`src/rtl/riscv_ctrl_pkg.sv`:
```
// Shared types and constants for the multi-cycle RV32I control path.
// State encoding is visible on state_o, so keep the numbering stable.
package riscv_ctrl_pkg;

  typedef enum logic [3:0] {
    FETCH    = 4'd0,
    DECODE   = 4'd1,
    EXEC_I   = 4'd2,
    EXEC_R   = 4'd3,
    WB_ALU   = 4'd4,
    WB_IMM   = 4'd5,
    MEM_ADDR = 4'd6,
    MEM_RD   = 4'd7,
    MEM_WR   = 4'd8,
    WB_MEM   = 4'd9,
    BRANCH   = 4'd10,
    JAL      = 4'd11,
    HALT     = 4'd12
  } state_t;

  localparam logic [6:0] OPC_OPIMM  = 7'b0010011;
  localparam logic [6:0] OPC_OP     = 7'b0110011;
  localparam logic [6:0] OPC_LUI    = 7'b0110111;
  localparam logic [6:0] OPC_LOAD   = 7'b0000011;
  localparam logic [6:0] OPC_STORE  = 7'b0100011;
  localparam logic [6:0] OPC_JAL    = 7'b1101111;
  localparam logic [6:0] OPC_BRANCH = 7'b1100011;

  typedef enum logic {
    PC_PLUS4  = 1'b0,
    PC_TARGET = 1'b1
  } pc_src_t;

  typedef enum logic [1:0] {
    WBSEL_ALU = 2'd0,
    WBSEL_MEM = 2'd1,
    WBSEL_PC  = 2'd2,
    WBSEL_IMM = 2'd3
  } wb_sel_t;

  typedef enum logic [1:0] {
    ALU_ADD   = 2'd0,
    ALU_SUB   = 2'd1,
    ALU_FUNCT = 2'd2
  } alu_op_t;

  // Unsupported opcodes route to HALT; the caller flags them as illegal.
  function automatic state_t decode_next(input logic [6:0] opc);
    state_t nxt;
    case (opc)
      OPC_OPIMM:            nxt = EXEC_I;
      OPC_OP:               nxt = EXEC_R;
      OPC_LUI:              nxt = WB_IMM;
      OPC_LOAD, OPC_STORE:  nxt = MEM_ADDR;
      OPC_BRANCH:           nxt = BRANCH;
      OPC_JAL:              nxt = JAL;
      default:              nxt = HALT;
    endcase
    return nxt;
  endfunction

endpackage

```
`src/rtl/mem_wait_timer.sv`:
```
// Counts consecutive not-ready cycles of a memory wait state.
// expired fires on the MEM_TIMEOUT-th waiting cycle unless ready arrives then.
module mem_wait_timer #(
  parameter int MEM_TIMEOUT = 255
) (
  input  logic clk,
  input  logic reset,
  input  logic clear,
  input  logic count_en,
  input  logic ready,
  output logic expired
);

  localparam logic [15:0] LAST = 16'(MEM_TIMEOUT - 1);

  logic [15:0] count;

  always_ff @(posedge clk or posedge reset) begin
    if (reset) begin
      count <= '0;
    end else if (clear) begin
      count <= '0;
    end else if (count_en && !ready && count != 16'hFFFF) begin
      count <= count + 16'd1;
    end
  end

  assign expired = count_en && !ready && (count >= LAST);

endmodule

```
`src/rtl/mc_controller.sv`:
```
// Multi-cycle main control FSM for the RV32I core: sequences each
// instruction through fetch/decode/execute/memory/writeback states.
module mc_controller
  import riscv_ctrl_pkg::*;
#(
  parameter int MEM_TIMEOUT = 255,
  parameter int CNT_W       = 32
) (
  input  logic             clk,
  input  logic             reset,
  input  logic [6:0]       opcode,
  input  logic             imem_ready,
  input  logic             dmem_ready,
  input  logic             br_cond,
  output logic             imem_req,
  output logic             dmem_req,
  output logic             dmem_we,
  output logic             ir_write,
  output logic             pc_write,
  output logic             pc_src,
  output logic             reg_write,
  output logic [1:0]       wb_sel,
  output logic             alu_src_b,
  output logic [1:0]       alu_op,
  output logic [3:0]       state_o,
  output logic [CNT_W-1:0] retired,
  output logic             illegal,
  output logic             err
);

  state_t state;
  state_t next_state;
  logic   in_wait;
  logic   wait_ready;
  logic   expired;
  logic   timer_clear;
  logic   retire_now;

  assign in_wait    = (state == FETCH) || (state == MEM_RD) || (state == MEM_WR);
  assign wait_ready = (state == FETCH) ? imem_ready : dmem_ready;
  assign timer_clear = (next_state != state);

  mem_wait_timer #(
    .MEM_TIMEOUT(MEM_TIMEOUT)
  ) u_timer (
    .clk     (clk),
    .reset   (reset),
    .clear   (timer_clear),
    .count_en(in_wait),
    .ready   (wait_ready),
    .expired (expired)
  );

  // Ready always beats the timeout, since expired is qualified by !ready.
  always_comb begin
    next_state = state;
    case (state)
      FETCH:    if (imem_ready) next_state = DECODE;
                else if (expired) next_state = HALT;
      DECODE:   next_state = decode_next(opcode);
      EXEC_I,
      EXEC_R:   next_state = WB_ALU;
      MEM_ADDR: next_state = (opcode == OPC_STORE) ? MEM_WR : MEM_RD;
      MEM_RD:   if (dmem_ready) next_state = WB_MEM;
                else if (expired) next_state = HALT;
      MEM_WR:   if (dmem_ready) next_state = FETCH;
                else if (expired) next_state = HALT;
      WB_ALU,
      WB_IMM,
      WB_MEM,
      BRANCH,
      JAL:      next_state = FETCH;
      HALT:     next_state = HALT;
      default:  next_state = HALT;
    endcase
  end

  always_comb begin
    retire_now = 1'b0;
    case (state)
      WB_ALU, WB_IMM, WB_MEM, BRANCH, JAL: retire_now = 1'b1;
      MEM_WR:                              retire_now = dmem_ready;
      default:                             retire_now = 1'b0;
    endcase
  end

  always_ff @(posedge clk or posedge reset) begin
    if (reset) begin
      state   <= FETCH;
      retired <= '0;
      illegal <= 1'b0;
      err     <= 1'b0;
    end else begin
      state <= next_state;
      if (retire_now) begin
        retired <= retired + CNT_W'(1);
      end
      if (state == DECODE && next_state == HALT) begin
        illegal <= 1'b1;
      end
      if (in_wait && expired) begin
        err <= 1'b1;
      end
    end
  end

  // Strobes are decoded from state; the few ready/br_cond terms are Mealy.
  always_comb begin
    imem_req  = 1'b0;
    dmem_req  = 1'b0;
    dmem_we   = 1'b0;
    ir_write  = 1'b0;
    pc_write  = 1'b0;
    pc_src    = PC_PLUS4;
    reg_write = 1'b0;
    wb_sel    = WBSEL_ALU;
    alu_src_b = 1'b0;
    alu_op    = ALU_ADD;
    if (!reset) begin
      case (state)
        FETCH: begin
          imem_req = 1'b1;
          ir_write = imem_ready;
          pc_write = imem_ready;
        end
        EXEC_I: begin
          alu_src_b = 1'b1;
          alu_op    = ALU_FUNCT;
        end
        EXEC_R: begin
          alu_op = ALU_FUNCT;
        end
        WB_ALU: begin
          reg_write = 1'b1;
          wb_sel    = WBSEL_ALU;
        end
        WB_IMM: begin
          reg_write = 1'b1;
          wb_sel    = WBSEL_IMM;
        end
        MEM_ADDR: begin
          alu_src_b = 1'b1;
          alu_op    = ALU_ADD;
        end
        MEM_RD: begin
          dmem_req = 1'b1;
        end
        MEM_WR: begin
          dmem_req = 1'b1;
          dmem_we  = 1'b1;
        end
        WB_MEM: begin
          reg_write = 1'b1;
          wb_sel    = WBSEL_MEM;
        end
        BRANCH: begin
          alu_op   = ALU_SUB;
          pc_src   = PC_TARGET;
          pc_write = br_cond;
        end
        JAL: begin
          reg_write = 1'b1;
          wb_sel    = WBSEL_PC;
          pc_write  = 1'b1;
          pc_src    = PC_TARGET;
        end
        default: begin
        end
      endcase
    end
  end

  assign state_o = state;

endmodule
```
`config.mk`:
```
export PLATFORM = sky130hd
export DESIGN_NAME = mc_controller
export DESIGN_NICKNAME = d
export VERILOG_FILES = /design/src/rtl/riscv_ctrl_pkg.sv /design/src/rtl/mem_wait_timer.sv /design/src/rtl/mc_controller.sv
export SDC_FILE = /design/constraint.sdc
export NUM_CORES = 1
export LEC_CHECK = 0
export CAP_MARGIN = 20
export CORE_UTILIZATION = 35
export DETAILED_ROUTE_END_ITERATION = 8
export PLACE_DENSITY = 0.55
export SKIP_CTS_REPAIR_TIMING = 1
export SLEW_MARGIN = 20
export SYNTH_ARGS = -nofsm -noshare
export SYNTH_HDL_FRONTEND = slang
export SYNTH_HIERARCHICAL = 1
export SYNTH_SLANG_ARGS = --single-unit
```
`constraint.sdc`:
```
create_clock -name clk -period 4.2 [get_ports clk]
set_input_delay 0.84 -clock clk [delete_from_list [all_inputs] [get_ports clk]]
set_output_delay 0.84 -clock clk [all_outputs]
set_load 0.05 [all_outputs]
```
Word level (Yosys, flattened, before mapping)
Index checks and enable logic that the tools add are counted.
{"block": "classes", "n_reduce_logical": 17, "mux": 31, "magnitude_cmp": 1, "addsub": 2, "eq_ne": 21}
{"op": "adder 32 x 1 -> 32 bit (second input constant)", "n": 1}
{"op": "two-way mux 16 bit", "n": 2}
{"op": "case mux 4 bit (7 select lines)", "n": 1}
{"op": "case mux 4 bit (6 select lines)", "n": 1}
{"op": "== test 7 x 6 -> 1 bit (second input constant)", "n": 3}
{"op": "== test 4 bit (second input constant)", "n": 5}
{"op": "two-way mux 4 bit", "n": 5}
{"op": "adder 16 x 1 -> 16 bit (second input constant)", "n": 1}
{"op": "== test 4 x 3 -> 1 bit (second input constant)", "n": 4}
{"op": "greater-or-equal comparator 16 x 8 -> 1 bit (second input constant)", "n": 1}
{"op": "two-way mux 1 bit", "n": 16}
{"op": "!= test 16 bit (second input constant)", "n": 1}
{"op": "== test 7 bit (second input constant)", "n": 2}
{"op": "OR reduction 2 bit", "n": 5}
{"op": "== test 4 x 2 -> 1 bit (second input constant)", "n": 2}
{"op": "== test 7 x 2 -> 1 bit (second input constant)", "n": 1}
{"op": "== test 7 x 5 -> 1 bit (second input constant)", "n": 1}
{"op": "case mux 2 bit (3 select lines)", "n": 1}
{"op": "logical AND 1 bit", "n": 5}
{"op": "OR reduction 5 bit", "n": 1}
{"op": "== test 4 x 1 -> 1 bit (second input constant)", "n": 1}
{"op": "logical NOT 4 bit", "n": 1}
{"op": "two-way mux 2 bit", "n": 2}
{"op": "!= test 4 bit", "n": 1}
{"op": "7 further kinds", "n": 8}
{"block": "totals", "word_cells": 77, "output_inout_bits": 50, "in_bits": 12, "ff_bits": 54}

Logic depth before layout (Yosys ltp)
{"block": "logic_depth", "depth_word": 10, "mapped_depth": 16, "depth_no_buf": 12}

By module
Netlist, hierarchy kept.
{"module": "mc_controller", "cells_per_inst": 232, "seq_area_each_um2": 950.9, "n_inst": 1, "area_each_um2": 2205.9}
{"module": "mem_wait_timer", "cells_per_inst": 110, "seq_area_each_um2": 400.4, "n_inst": 1, "area_each_um2": 991.0}

Worst setup path before layout
Ideal clock, no wire load.
{"block": "synth_path", "path_type": "in2out", "from": "input reset", "to": "output pc_write", "arrival_time_ps": 3974, "required_time_ps": 3360, "setup_slack_ps": -614, "cell_stages": 5, "path_buffers": 0, "path_cell_list": "inv_1 > nand2_1 > nor2_1 > nor2_1 > a211oi_1"}
{"block": "synth_via", "elab_chain_cells": 1}
{"element": "start: declaration", "line_no": "mc_controller.sv:10", "source": "input logic reset,"}
{"element": "two-way mux 1 bit", "line_no": "mc_controller.sv:119", "source": "if (!reset) begin"}
{"element": "end: declaration", "line_no": "mc_controller.sv:19", "source": "output logic pc_write,"}
No other way between the ends.

Final worst setup path
{"block": "layout_path", "from": "input imem_ready", "to": "register u_timer.count[6]"}
{"block": "layout_via", "elab_chain_cells": 9, "elab_cells_between_ends": 13, "cone_classes": "eq/ne (1); mux (7); reduce/logical (5)"}
{"element": "start: declaration", "line_no": "mc_controller.sv:12", "source": "input logic imem_ready,"}
{"element": "two-way mux 1 bit *", "line_no": "mc_controller.sv:40", "source": "assign wait_ready = (state == FETCH) ? imem_ready : dmem_ready;"}
{"element": "named net wait_ready", "line_no": "mc_controller.sv:34", "source": "logic wait_ready;"}
{"element": "logical NOT 1 bit *", "line_no": "mem_wait_timer.sv:28", "source": "assign expired = count_en && !ready && (count >= LAST);"}
{"element": "logical AND 1 bit * (2 in series)", "line_no": "mem_wait_timer.sv:28"}
{"element": "named net expired", "line_no": "mc_controller.sv:35", "source": "logic expired;"}
{"element": "two-way mux 4 bit *", "line_no": "mc_controller.sv:59, mc_controller.sv:65, mc_controller.sv:67"}
{"element": "two-way mux 4 bit, on equally long branches", "line_no": "mc_controller.sv:66, mc_controller.sv:58, mc_controller.sv:64"}
{"element": "case mux 4 bit (7 select lines) *", "line_no": "mc_controller.sv:57", "source": "case (state)"}
{"element": "!= test 4 bit *", "line_no": "mc_controller.sv:41", "source": "assign timer_clear = (next_state != state);"}
{"element": "named net timer_clear", "line_no": "mc_controller.sv:36", "source": "logic timer_clear;"}
{"element": "two-way mux 16 bit or nonzero test 2 bit (tied branches)"}
{"element": "end signal: assignment", "line_no": "mem_wait_timer.sv:24", "source": "count <= count + 16'd1;"}
{"element": "end: declaration", "line_no": "mem_wait_timer.sv:16", "source": "logic [15:0] count;"}
Mark *: on every way through the listed nets, which the timed path passes. The rest lies on a longest branch.
A chain may end at the register's enable or synchronous reset.

==> out/metrics.cfg <==
[placement]
placed_area_um2 = 3930
numPortBuffers = 61
hpwl_um = 5720
pre_cts_ws_ns = 0.422
place_congestion = 0.878

[drt]
viasPerCell = 5.52
routed.top_layer = met4
wl_met3_um = 354
post_drt_wl_per_cell_um = 15.0
vias = 2831
drt_iter0_drc = 160
wl_met1_um = 3590
met2_wirelength_um = 3630
drt-pass1-iter-count = 5
detail-route-antenna-nets = 0
totalWireLength_um = 7670
drc_errors = 0

[logic_synthesis]
synthDistinctLibCells = 62
ys_seq_area_share_pct = 42.3
ys.flop_type = dfrtp_1
synth_nets = 357
yosysTopAreaCellShare_pct = 42.3
async_flop_share_pct = 100
synth_area_leaders = dfrtp_1 42%, xnor2_1 6.6%, nand3_1 3.3%
yosys_warnings = 6
synth_edf_count = 0
postSynthCellCount = 342
synth.avg_cell_area_um2 = 9.35
ys_seq_elements = 54
yosysTopAreaCell = dfrtp_1
synth_area_um2 = 3200

[die]
rows = 34
die_y_um = 97.6
fp.coreArea_um2 = 8760
chipWidth_um = 97.6
num_io_pins = 62
start_util_pct = 36.5
die-area_um2 = 9520

[grt]
antenna_found_initial = 0
grt_max_degree = 39
grt_pass1_wl_um = 13400
grt_pass1_vias = 2697
overflow = 0
gr-usage-all-layers_pct = 17.1

[clock_tree]
path_clk_slew_ns = 0.10
cts_max_level = 2
cts.sinks = 54
cts-root-buf = clkbuf_8
clk_latency_ns = 0.31
clockBufferDepth = 2
cts_tree = yes
tritoncts.num_buffers = 5

[layout]
layout_common_cells = 54 x dfrtp_1, 54 x clkdlybuf4s50_1, 25 x nand2_1
nNetsFinal = 419
area_growth_pct = 25.9
layout-drive-gt1-share_pct = 11.4
antenna_cells = 0
design_area_um2 = 4030

[worst_setup_path]
critPathMaxFanout = 9
cp.required_ns = 4.40
crit_start = imem_ready
crit_path_start_kind = input port
reg2reg_from = state_o[1]
critPathKind = input port to flop
arrival_ns = 3.63
cp-end-kind = flop

[timing]
grt_setup_unrepaired = no
finalHoldWorstSlack_ns = 0.470
slew_violations = 0
layout_setup_ws_ns = 0.778
setup_viol = 0
relSlewSlack_pct = 56.5
finalSetupTns_ns = 0
tightest_slew_ns = 0.652
period_minus_slack_ns = 3.42
hold_viol = 0
min_period_over_period_pct = 81.5
max_freq_ghz = 0.292
finClkSkew_ns = 0.0133

[worst_hold_path]
min_from = illegal
hp-class = flop to flop

[flow_run]
maxCapViolCount = 0

[pwr]
switching_share_pct = 44.3
combPwrFrac_pct = 44.2
finalPower_w = 0.00175
p_per_area_nw_per_um2 = 435
clockPowerShare_pct = 18.4
switchingPower_w = 0.000776
ir_drop_uv = 264
leakagePower_nw = 1.59
sequentialPowerShare_pct = 37.4
internal_power_w = 0.000973

[status]
outcome = complete, no violations

[final timing paths]
check | cells after the start | slack, ns | end
max | 12 | 0.78 | u_timer/count[6]
min | 1 | 0.47 | illegal
max reg2reg | 11 | 0.84 | u_timer/count[6]
min reg2reg | 1 | 0.47 | illegal
max in group asynchronous | 3 | 2.66 | retired[18]
min in group asynchronous | 2 | 1.10 | u_timer/count[12]
[area by class of cell]
cell class	count	area, um2
Inverter	13	52.6
Timing Repair Buffer	69	653
Fill cell	863	4740
Tap cell	108	135
Sequential cell	54	1350
Clock buffer	6	82.6
Clock inverter	2	16.3
Multi-Input combinational cell	261	1730
[routing by layer]
layer | track usage [%] | vias to the layer above
li1 | - | 1389
met1 | 23.4 | 1348
met2 | 27.4 | 86
met3 | 3.17 | 8
met4 | 5.09 | 0
met5 | 0 | -
[power by group through the flow]
stage	Sequential [W]	Clock, W	Combinational, W
final	0.000654	0.000321	0.000774
after global routing	0.000665	0.000361	0.000840
after CTS	0.000654	0.000335	0.000778
after detailed placement	0.000664	0	0.000777
after global placement	0.000663	0	0.000779
after floorplan	0.000765	0	0.000426
[registers in the layout, indices dropped and copies added (netlist names)]
name	flops
illegal	1
u_timer/count	16
state_o	4
err	1
retired	32
[per-stage QoR]
step	cells	utilization [%]
finish	513	45.9
global route	513	45.9
CTS	513	45.9
detailed placement	505	44.8
global placement	505	44.8
floorplan	342	-
[synthesized netlist by cell type, types with 2 or more instances]
cell type,n
a211oi_1,2
a21o_1,3
a21oi_1,19
a311oi_1,2
a31oi_1,3
and2_1,6
and3_1,3
and4_1,3
buf_2,3
clkbuf_1,8
dfrtp_1,54
ha_1,3
inv_1,13
mux2_2,4
nand2_1,25
nand2b_1,3
nand3_1,21
nand3_2,3
nand3b_1,3
nand4_1,14
nand4b_1,2
nor2_1,23
nor2b_1,4
nor3_1,15
nor3b_1,3
nor4_1,8
nor4_2,2
o21ai_0,11
o311ai_0,2
o31a_1,2
o31ai_1,6
or2_2,2
or3_1,4
or4_1,5
xnor2_1,24
xor2_1,8
[critical path, stage by stage]
cell and delay [ns]:
clkdlybuf4s50_1 0.51, nand3_1 0.13, a21bo_2 0.24, nand2b_1 0.15, a31oi_1 0.45, nor3b_1 0.23
o21ai_0 0.09, o311ai_0 0.15, o21ai_0 0.16, nand4_1 0.31, nor2b_1 0.09, mux2_2 0.26
[cell families after synthesis]
kind of cell | after synthesis | share of synthesized area (%)
AO/OA/AOI/OAI | 63 | 13.5
XOR/XNOR | 32 | 8.77
adder cells (fa/ha/maj) | 3 | 1.17
buffers and inverters | 27 | 3.64
flip-flops | 54 | 42.3
multiplexers | 4 | 1.41
AND/OR/NAND/NOR | 159 | 29.2
No activity file was read; power rests on OpenSTA's default activity.
